**src/rtl/memory_access_stage.sv**
```systemverilog
// Memory-access pipeline stage: issues data-memory requests from the EX/MEM register,
// aligns load/store data, and drives the MEM/WB register and upstream stall.
module memory_access_stage (
    input  logic        clk_i,
    input  logic        rst_i,
    input  logic [31:0] alu_out_ex_mem_i,
    input  logic [31:0] rs2_ex_mem_i,
    input  logic [4:0]  rd_ex_mem_i,
    input  logic [2:0]  funct3_ex_mem_i,
    input  logic [1:0]  wb_sel_ex_mem_i,
    input  logic        is_load_instr_ex_mem_i,
    input  logic        is_store_instr_ex_mem_i,
    input  logic        mul_stall_i,
    input  logic        div_stall_i,
    input  logic        flush_i,
    output logic        mem_req_o,
    output logic        mem_we_o,
    output logic [29:0] mem_addr_o,
    output logic [3:0]  mem_be_o,
    output logic [31:0] mem_wdata_o,
    input  logic [31:0] mem_rdata_i,
    input  logic        mem_ack_i,
    output logic        busywait_o,
    output logic        misaligned_o,
    output logic [4:0]  rd_mem_wb_o,
    output logic [31:0] alu_out_mem_wb_o,
    output logic [31:0] rd_data_mem_wb_o,
    output logic [1:0]  wb_sel_mem_wb_o,
    output logic        is_load_instr_mem_wb_o
);

    typedef enum logic {S_IDLE, S_WAIT} state_t;

    state_t      state_q, state_d;
    logic        done_q, done_d;
    logic        misaligned_q, misaligned_d;
    logic [31:0] load_data_q, load_data_d;
    logic [4:0]  rd_q, rd_d;
    logic [31:0] alu_q, alu_d;
    logic [31:0] rd_data_q, rd_data_d;
    logic [1:0]  wb_sel_q, wb_sel_d;
    logic        is_load_q, is_load_d;

    logic        is_mem;
    logic        aligned;
    logic        pending;
    logic        ack_ok;
    logic [1:0]  offset;
    logic [7:0]  rdata_byte [4];
    logic [7:0]  sel_byte;
    logic [15:0] sel_half;
    logic [31:0] load_fmt;

    genvar gi;
    generate
        for (gi = 0; gi < 4; gi++) begin : g_lane
            assign rdata_byte[gi] = mem_rdata_i[8*gi +: 8];
        end
    endgenerate

    assign offset = alu_out_ex_mem_i[1:0];

    always_comb begin
        is_mem = is_load_instr_ex_mem_i || is_store_instr_ex_mem_i;
        case (funct3_ex_mem_i[1:0])
            2'b00:   aligned = 1'b1;
            2'b01:   aligned = !offset[0];
            default: aligned = (offset == 2'b00);
        endcase
        pending = is_mem && aligned && !done_q;
        // An acknowledge only counts when it answers a live request.
        ack_ok  = mem_ack_i && pending;
    end

    always_comb begin
        sel_byte = rdata_byte[offset];
        sel_half = offset[1] ? mem_rdata_i[31:16] : mem_rdata_i[15:0];
        case (funct3_ex_mem_i)
            3'b000:  load_fmt = {{24{sel_byte[7]}}, sel_byte};
            3'b001:  load_fmt = {{16{sel_half[15]}}, sel_half};
            3'b100:  load_fmt = {24'd0, sel_byte};
            3'b101:  load_fmt = {16'd0, sel_half};
            default: load_fmt = mem_rdata_i;
        endcase
    end

    always_comb begin
        mem_req_o   = pending;
        mem_we_o    = pending && is_store_instr_ex_mem_i;
        mem_addr_o  = alu_out_ex_mem_i[31:2];
        busywait_o  = pending && !mem_ack_i;
        mem_be_o    = 4'b0000;
        if (pending) begin
            case (funct3_ex_mem_i[1:0])
                2'b00:   mem_be_o = 4'b0001 << offset;
                2'b01:   mem_be_o = 4'b0011 << offset;
                default: mem_be_o = 4'b1111;
            endcase
        end
        case (funct3_ex_mem_i[1:0])
            2'b00:   mem_wdata_o = {4{rs2_ex_mem_i[7:0]}};
            2'b01:   mem_wdata_o = {2{rs2_ex_mem_i[15:0]}};
            default: mem_wdata_o = rs2_ex_mem_i;
        endcase
    end

    always_comb begin
        state_d = state_q;
        case (state_q)
            S_IDLE: if (pending && !mem_ack_i) state_d = S_WAIT;
            S_WAIT: if (!pending || mem_ack_i) state_d = S_IDLE;
            default: state_d = S_IDLE;
        endcase

        // Remember a completed access while the EX stall keeps the same instruction here.
        done_d       = (ack_ok || done_q) && (mul_stall_i || div_stall_i) && !flush_i;
        load_data_d  = ack_ok ? load_fmt : load_data_q;
        misaligned_d = is_mem && !aligned;

        alu_d     = alu_out_ex_mem_i;
        wb_sel_d  = wb_sel_ex_mem_i;
        rd_data_d = load_data_d;
        if (busywait_o) begin
            rd_d      = 5'd0;
            is_load_d = 1'b0;
        end else begin
            rd_d      = (is_store_instr_ex_mem_i || misaligned_d) ? 5'd0 : rd_ex_mem_i;
            is_load_d = is_load_instr_ex_mem_i && aligned;
        end
    end

    always_ff @(posedge clk_i) begin
        if (rst_i) begin
            state_q      <= S_IDLE;
            done_q       <= 1'b0;
            misaligned_q <= 1'b0;
            load_data_q  <= 32'd0;
            rd_q         <= 5'd0;
            alu_q        <= 32'd0;
            rd_data_q    <= 32'd0;
            wb_sel_q     <= 2'd0;
            is_load_q    <= 1'b0;
        end else begin
            state_q      <= state_d;
            done_q       <= done_d;
            misaligned_q <= misaligned_d;
            load_data_q  <= load_data_d;
            rd_q         <= rd_d;
            alu_q        <= alu_d;
            rd_data_q    <= rd_data_d;
            wb_sel_q     <= wb_sel_d;
            is_load_q    <= is_load_d;
        end
    end

    assign misaligned_o           = misaligned_q;
    assign rd_mem_wb_o            = rd_q;
    assign alu_out_mem_wb_o       = alu_q;
    assign rd_data_mem_wb_o       = rd_data_q;
    assign wb_sel_mem_wb_o        = wb_sel_q;
    assign is_load_instr_mem_wb_o = is_load_q;

endmodule

```
**config.mk**
```make
export PLATFORM = sky130hd
export DESIGN_NAME = memory_access_stage
export DESIGN_NICKNAME = d
export VERILOG_FILES = /design/src/rtl/memory_access_stage.sv
export SDC_FILE = /design/constraint.sdc
export NUM_CORES = 1
export LEC_CHECK = 0
export ABC_AREA = 0
export CORE_ASPECT_RATIO = 1.2
export CORE_MARGIN = 2
export CORE_UTILIZATION = 30
export CTS_CLUSTER_DIAMETER = 120
export DETAILED_ROUTE_END_ITERATION = 8
export PLACE_DENSITY = 0.7
export SYNTH_ARGS = -nofsm -noshare
export SYNTH_HDL_FRONTEND = slang
export SYNTH_SLANG_ARGS = --single-unit
export TNS_END_PERCENT = 5
```
**constraint.sdc**
```tcl
create_clock -name clk_i -period 1.7 [get_ports clk_i]
set_clock_uncertainty 0.05 [all_clocks]
set_input_delay 0.17 -clock clk_i [delete_from_list [all_inputs] [get_ports clk_i]]
set_output_delay 0.17 -clock clk_i [all_outputs]
set_load 0.005 [all_outputs]
```
# Word-level counts from Yosys, hierarchy flattened
# Cells that the tools add are included.
[word_totals]
reg_bits = 74
latchBits = 0
ramBits = 0
romBits = 0
input_bits = 114
output_inout_bits = 142
word_cells = 47
n_memories = 0
[classes]
addsub = 0
multipliers = 0
div = 0
n_lt_le_gt_ge = 1
eq_ne = 4
n_shift = 2
mux = 9
bitwise_logic = 1
reduce_logical = 23
[op_table]
columns = ["operator", "count"]
rows = [
  ["case mux 32 bit (4 select lines)", 1],
  ["case mux 32 bit (2 select lines)", 1],
  ["binary-select mux 8 bit (select 2 bit)", 1],
  ["2-to-1 mux 16 bit", 1],
  ["2-to-1 mux 8 bit", 2],
  ["logical AND 1 bit", 9],
  ["case mux 4 bit (2 select lines)", 1],
  ["== test 3 bit, second input constant", 2],
  ["logical NOT 1 bit", 5],
  ["logical NOT 2 bit", 2],
  ["logical OR 1 bit", 4],
  ["2-to-1 mux 4 bit", 1],
  ["left shift 1 x 2 -> 4 bit, first input constant", 1],
  ["left shift 2 x 2 -> 4 bit, first input constant", 1],
  ["== test 3 x 1 -> 1 bit, second input constant", 1],
  ["greater-or-equal comparator 3 bit, second input constant", 1],
  ["logical NOT 3 bit", 1],
  ["inverter 2 -> 3 bit", 1],
  ["OR reduction 3 bit", 1],
  ["== test 2 x 1 -> 1 bit, second input constant", 1],
  ["case mux 1 bit (2 select lines)", 1],
  ["OR reduction 2 bit", 1],
]

# Depth between registers and ports, before layout
[logic_depth]
word_depth = 8
ltp_mapped = 7

# Least setup slack after synthesis
# No wires, ideal clock.
[synth_timing]
path_type = "input port to flip-flop"
from = "input alu_out_ex_mem_i[0]"
to = "register rd_data_q[19], in the netlist rd_data_mem_wb_o[19]"
setup_ps = 81
t_arrival_ps = 1437
required_time_ps = 1569
slack_ps = 133
stages = 6
n_path_buf = 2
cell_sequence = "buf_6 -> mux4_2 -> nor2_1 -> o41a_4 -> buf_6 -> a211oi_2"
[synth_between]
elab_chain_len = 5
elab_cells_between_ends = 11
[synth_rtl]
columns = ["item", "line", "rtl"]
rows = [
  ["start: declaration", "6", "input logic [31:0] alu_out_ex_mem_i,"],
  ["inverter 2 -> 3 bit (not written as such), or another cell as far along", "76", "sel_byte = rdata_byte[offset];"],
  ["binary-select mux 8 bit (select 2 bit) or case mux 1 bit (2 select lines) (tied branches)", "76, 65", ""],
  ["2-to-1 mux 8 bit (not written as such) or logical AND 1 bit (tied branches) (2 in a row)", "76, 70", ""],
  ["case mux 32 bit (4 select lines) or logical AND 1 bit (tied branches)", "78, 72", ""],
  ["end signal: assignment", "150", "rd_data_q <= rd_data_d;"],
  ["end: declaration", "40", "logic [31:0] rd_data_q, rd_data_d;"],
]
# Several ways; a longest one is shown, not always the timed one. The select of a mux whose other input is x is not followed.
# A chain may end at the register's enable or synchronous reset.

# Worst setup path after layout
[layout_timing]
from = "input alu_out_ex_mem_i[0]"
to = "register rd_data_q[27], in the netlist rd_data_mem_wb_o[27]"
# The elaborated chain is that of the path after synthesis.

==> metrics.cfg <==
[worst_setup_path]
cp_num_buf_inv = 2
required_ns = 1.89
cp_max_fo = 16
r2r_slack_ns = 0.12
path_cells = clkdlybuf4s50_1, buf_6, mux4_2, nor2_2, o41a_4, a211oi_1
endpoint_kind = flop
r2r-start = done_q$_SDFF_PP0_
path_class = input port to flop
cp_slowest_cell = o41a_4
rr_endpoint = rd_data_mem_wb_o[2]$_SDFFE_PP0P_
critical_path.startpoint = alu_out_ex_mem_i[0]
slowest_delay_ns = 0.55
cp-start-kind = input port
cp_top_family = compound AO/OA/AOI/OAI gates
arrival_ns = 1.97
r2r_cells = 5

[min_path]
hold-path-endpoint = alu_out_mem_wb_o[30]$_SDFF_PP0_
hp-start = rst_i
min_path_cells = 2
hold_class = input port to flop

[floorplan]
die_height_um = 125
core_um2 = 12000
die_area_um2 = 13200
ios = 256
die_x_um = 105
rows = 44
start_util_pct = 30.6

[global_routing]
grt.total_usage_pct = 19.0
grt_pass1_vias = 3909
grt_max_degree = 42
grt_overflow = 0
antenna_found_initial = 0
grt_pass1_wl_mm = 19.8

[placement]
numPortBuffers = 255
place_congestion = 0.842
post-dp-hpwl_mm = 10.3
place_area_um2 = 6340

[sta]
worstMarginPinSlew_ns = 0.461
slew_violations = 0
slew_headroom_pct = 69.3
finalSetupViolations = 19
fin_crit_sh_pct = 105
fmax_mhz = 563
rsz0062_at_grt = yes
post-route-min-period_ns = 1.78
worst_slack_ns = -0.0775
hold_viol = 0

[clock_tree]
ctsHtreeMaxLevel = 3
worstSkewPairLatency_ns = 0.33
cts_buffers = 9
clock-sinks = 74
cts_tree = yes
clk_pin_slew_worst_paths_ns = 0.06
cts_hold_buf = 0
clk_path_buf_depth = 2
root_buffer = clkbuf_16

[power]
power_mw = 5.29
powerDensity_nw_per_um2 = 785
irDropWorstVdd_mv = 0.543
p_leak_nw = 2.61

[logic_synthesis]
synthTopCellsByArea = dfxtp_1, buf_4, nor2b_1
netlist_area_um2 = 3670
ys_seq_elements = 74
synth_flop_cell = dfxtp_1
syn_nets = 518
yosys_warnings = 0
synthArstFlopShare_pct = 0
yosysUniqueCellTypes = 36
synth_edf_count = 0
avgSynthCellArea_um2 = 9.10
synth_sequential_area_ratio_pct = 40.3
synth.largest_area_cell = dfxtp_1
synthCells = 404
synth_top_area_share_pct = 40.3

[finish]
antenna_cells = 0
syn2layout_area_growth_pct = 83.5
final_nets = 759
final_cell_area_um2 = 6740
drive_gt1_share_pct = 16.8

[job]
drv_cap = 0

[drt]
drtIter0Drc = 231
drc = 0
via_count = 3865
firstDrtPassIters = 4
ant_nets = 0
routed_wirelength_mm = 12.8
via_per_inst = 4.77
wl_per_cell_um = 15.8

[outcome]
violations = setup timing
status = finished with violations

[power breakdown]
| part | switching, mW | total, mW | internal, mW |
|---|---|---|---|
| Clock | 0.727 | 2.10 | 1.37 |
| Combinational | 0.483 | 1.31 | 0.825 |
| Sequential | 0.0426 | 1.88 | 1.84 |
[registers in the layout, indices dropped and copies added, names as in the netlist]
signal	flops
misaligned_o	1
wb_sel_mem_wb_o	2
rd_data_mem_wb_o	32
done_q	1
alu_out_mem_wb_o	32
is_load_instr_mem_wb_o	1
rd_mem_wb_o	5
[worst register-to-register path: cells and delay by family (launching register included)]
kind | cells | cell delay, ns
flops | 1 | 0.31
buf+inv | 2 | 0.36
compound gates | 3 | 0.75
[final cells by class]
class	count	area (µm²)
timing repair buffer	298	2900
inverter	2	7.51
clock inverter	5	86.3
clock buffer	11	253
fill	1090	5260
sequential	74	1480
multi-input combinational	260	1810
tap	161	201
[Yosys cell counts (all sizes together) (7+ instances only)]
master / count
o21ai: 16
a211oi: 27
buf: 50
o21ba: 8
nor2: 41
mux2: 16
clkbuf: 18
nor2b: 43
mux2i: 9
a22oi: 8
o41ai: 7
nor3: 12
dfxtp: 74
a22o: 7
nand2: 25
nor3b: 9
nand3b: 7
[how the worst max path moves through the flow]
stage	to	slack [ns]	cells after the start
floorplan	rd_data_mem_wb_o[19]$_SDFFE_PP0P_	0.13	6
global placement	mem_wdata_o[30]	-0.45	5
detailed placement	mem_wdata_o[30]	-0.40	5
CTS	mem_wdata_o[30]	-0.14	5
global route	rd_data_mem_wb_o[27]$_SDFFE_PP0P_	-0.13	6
finish	rd_data_mem_wb_o[27]$_SDFFE_PP0P_	-0.08	6
[cells in the final DEF, fill, tap and decap left out, types with 4 or more instances in the layout]
cell type	netlist	final
clkdlybuf4s50_1	0	242
dfxtp_1	74	74
nor2b_1	43	43
nor2_1	41	37
buf_4	38	37
nand2_1	25	25
a211oi_1	17	17
mux2_2	16	16
o21ai_0	16	15
nor3_1	12	10
a211oi_2	10	10
mux2i_1	9	9
clkbuf_16	0	9
o21ba_2	8	8
a22oi_1	8	8
nor3b_1	9	8
a22o_1	7	7
nand3b_1	7	7
o41ai_1	7	7
dlygate4sd2_1	0	7
and2_1	5	5
buf_2	5	4
[kinds of logic after synthesis]
logic type | share of synthesized area, %
AOI/OAI and AO/OA | 18.5
buffers and inverters | 11.8
and+or+nand+nor | 20.7
muxes | 7.97
xor gates and xnor gates | 0.715
DFF | 40.3
[metrics by stage]
stage	cells	utilization [%]	hold WS (ns)	setup TNS, ns	setup slack, ns
5_1_grt	811	56.2	0.229	-2.11	-0.126
2_1_floorplan	404	-	0.199	0	0.133
4_1_cts	810	56.0	0.220	-1.70	-0.139
3_5_place_dp	794	52.9	0.435	-19.52	-0.404
6_report	811	56.2	0.226	-0.376	-0.0775
3_3_place_gp	794	52.9	0.424	-18.73	-0.448
[metal layers]
metal	track usage (%)	wire length, µm	vias up
met1	19.3	4710	1757
met5	0	0	-
li1	-	-	1855
met4	9.18	438	0
met2	33.9	6360	224
met3	7.19	1340	29
[repair_timing]
item,4_1_cts,5_1_grt
pin swaps,1,1
endpoints found under the setup margin,38,55
gates resized for setup,26,8
cloned,0,0
setup buffers,0,1
(Power assumes the default switching activity.)
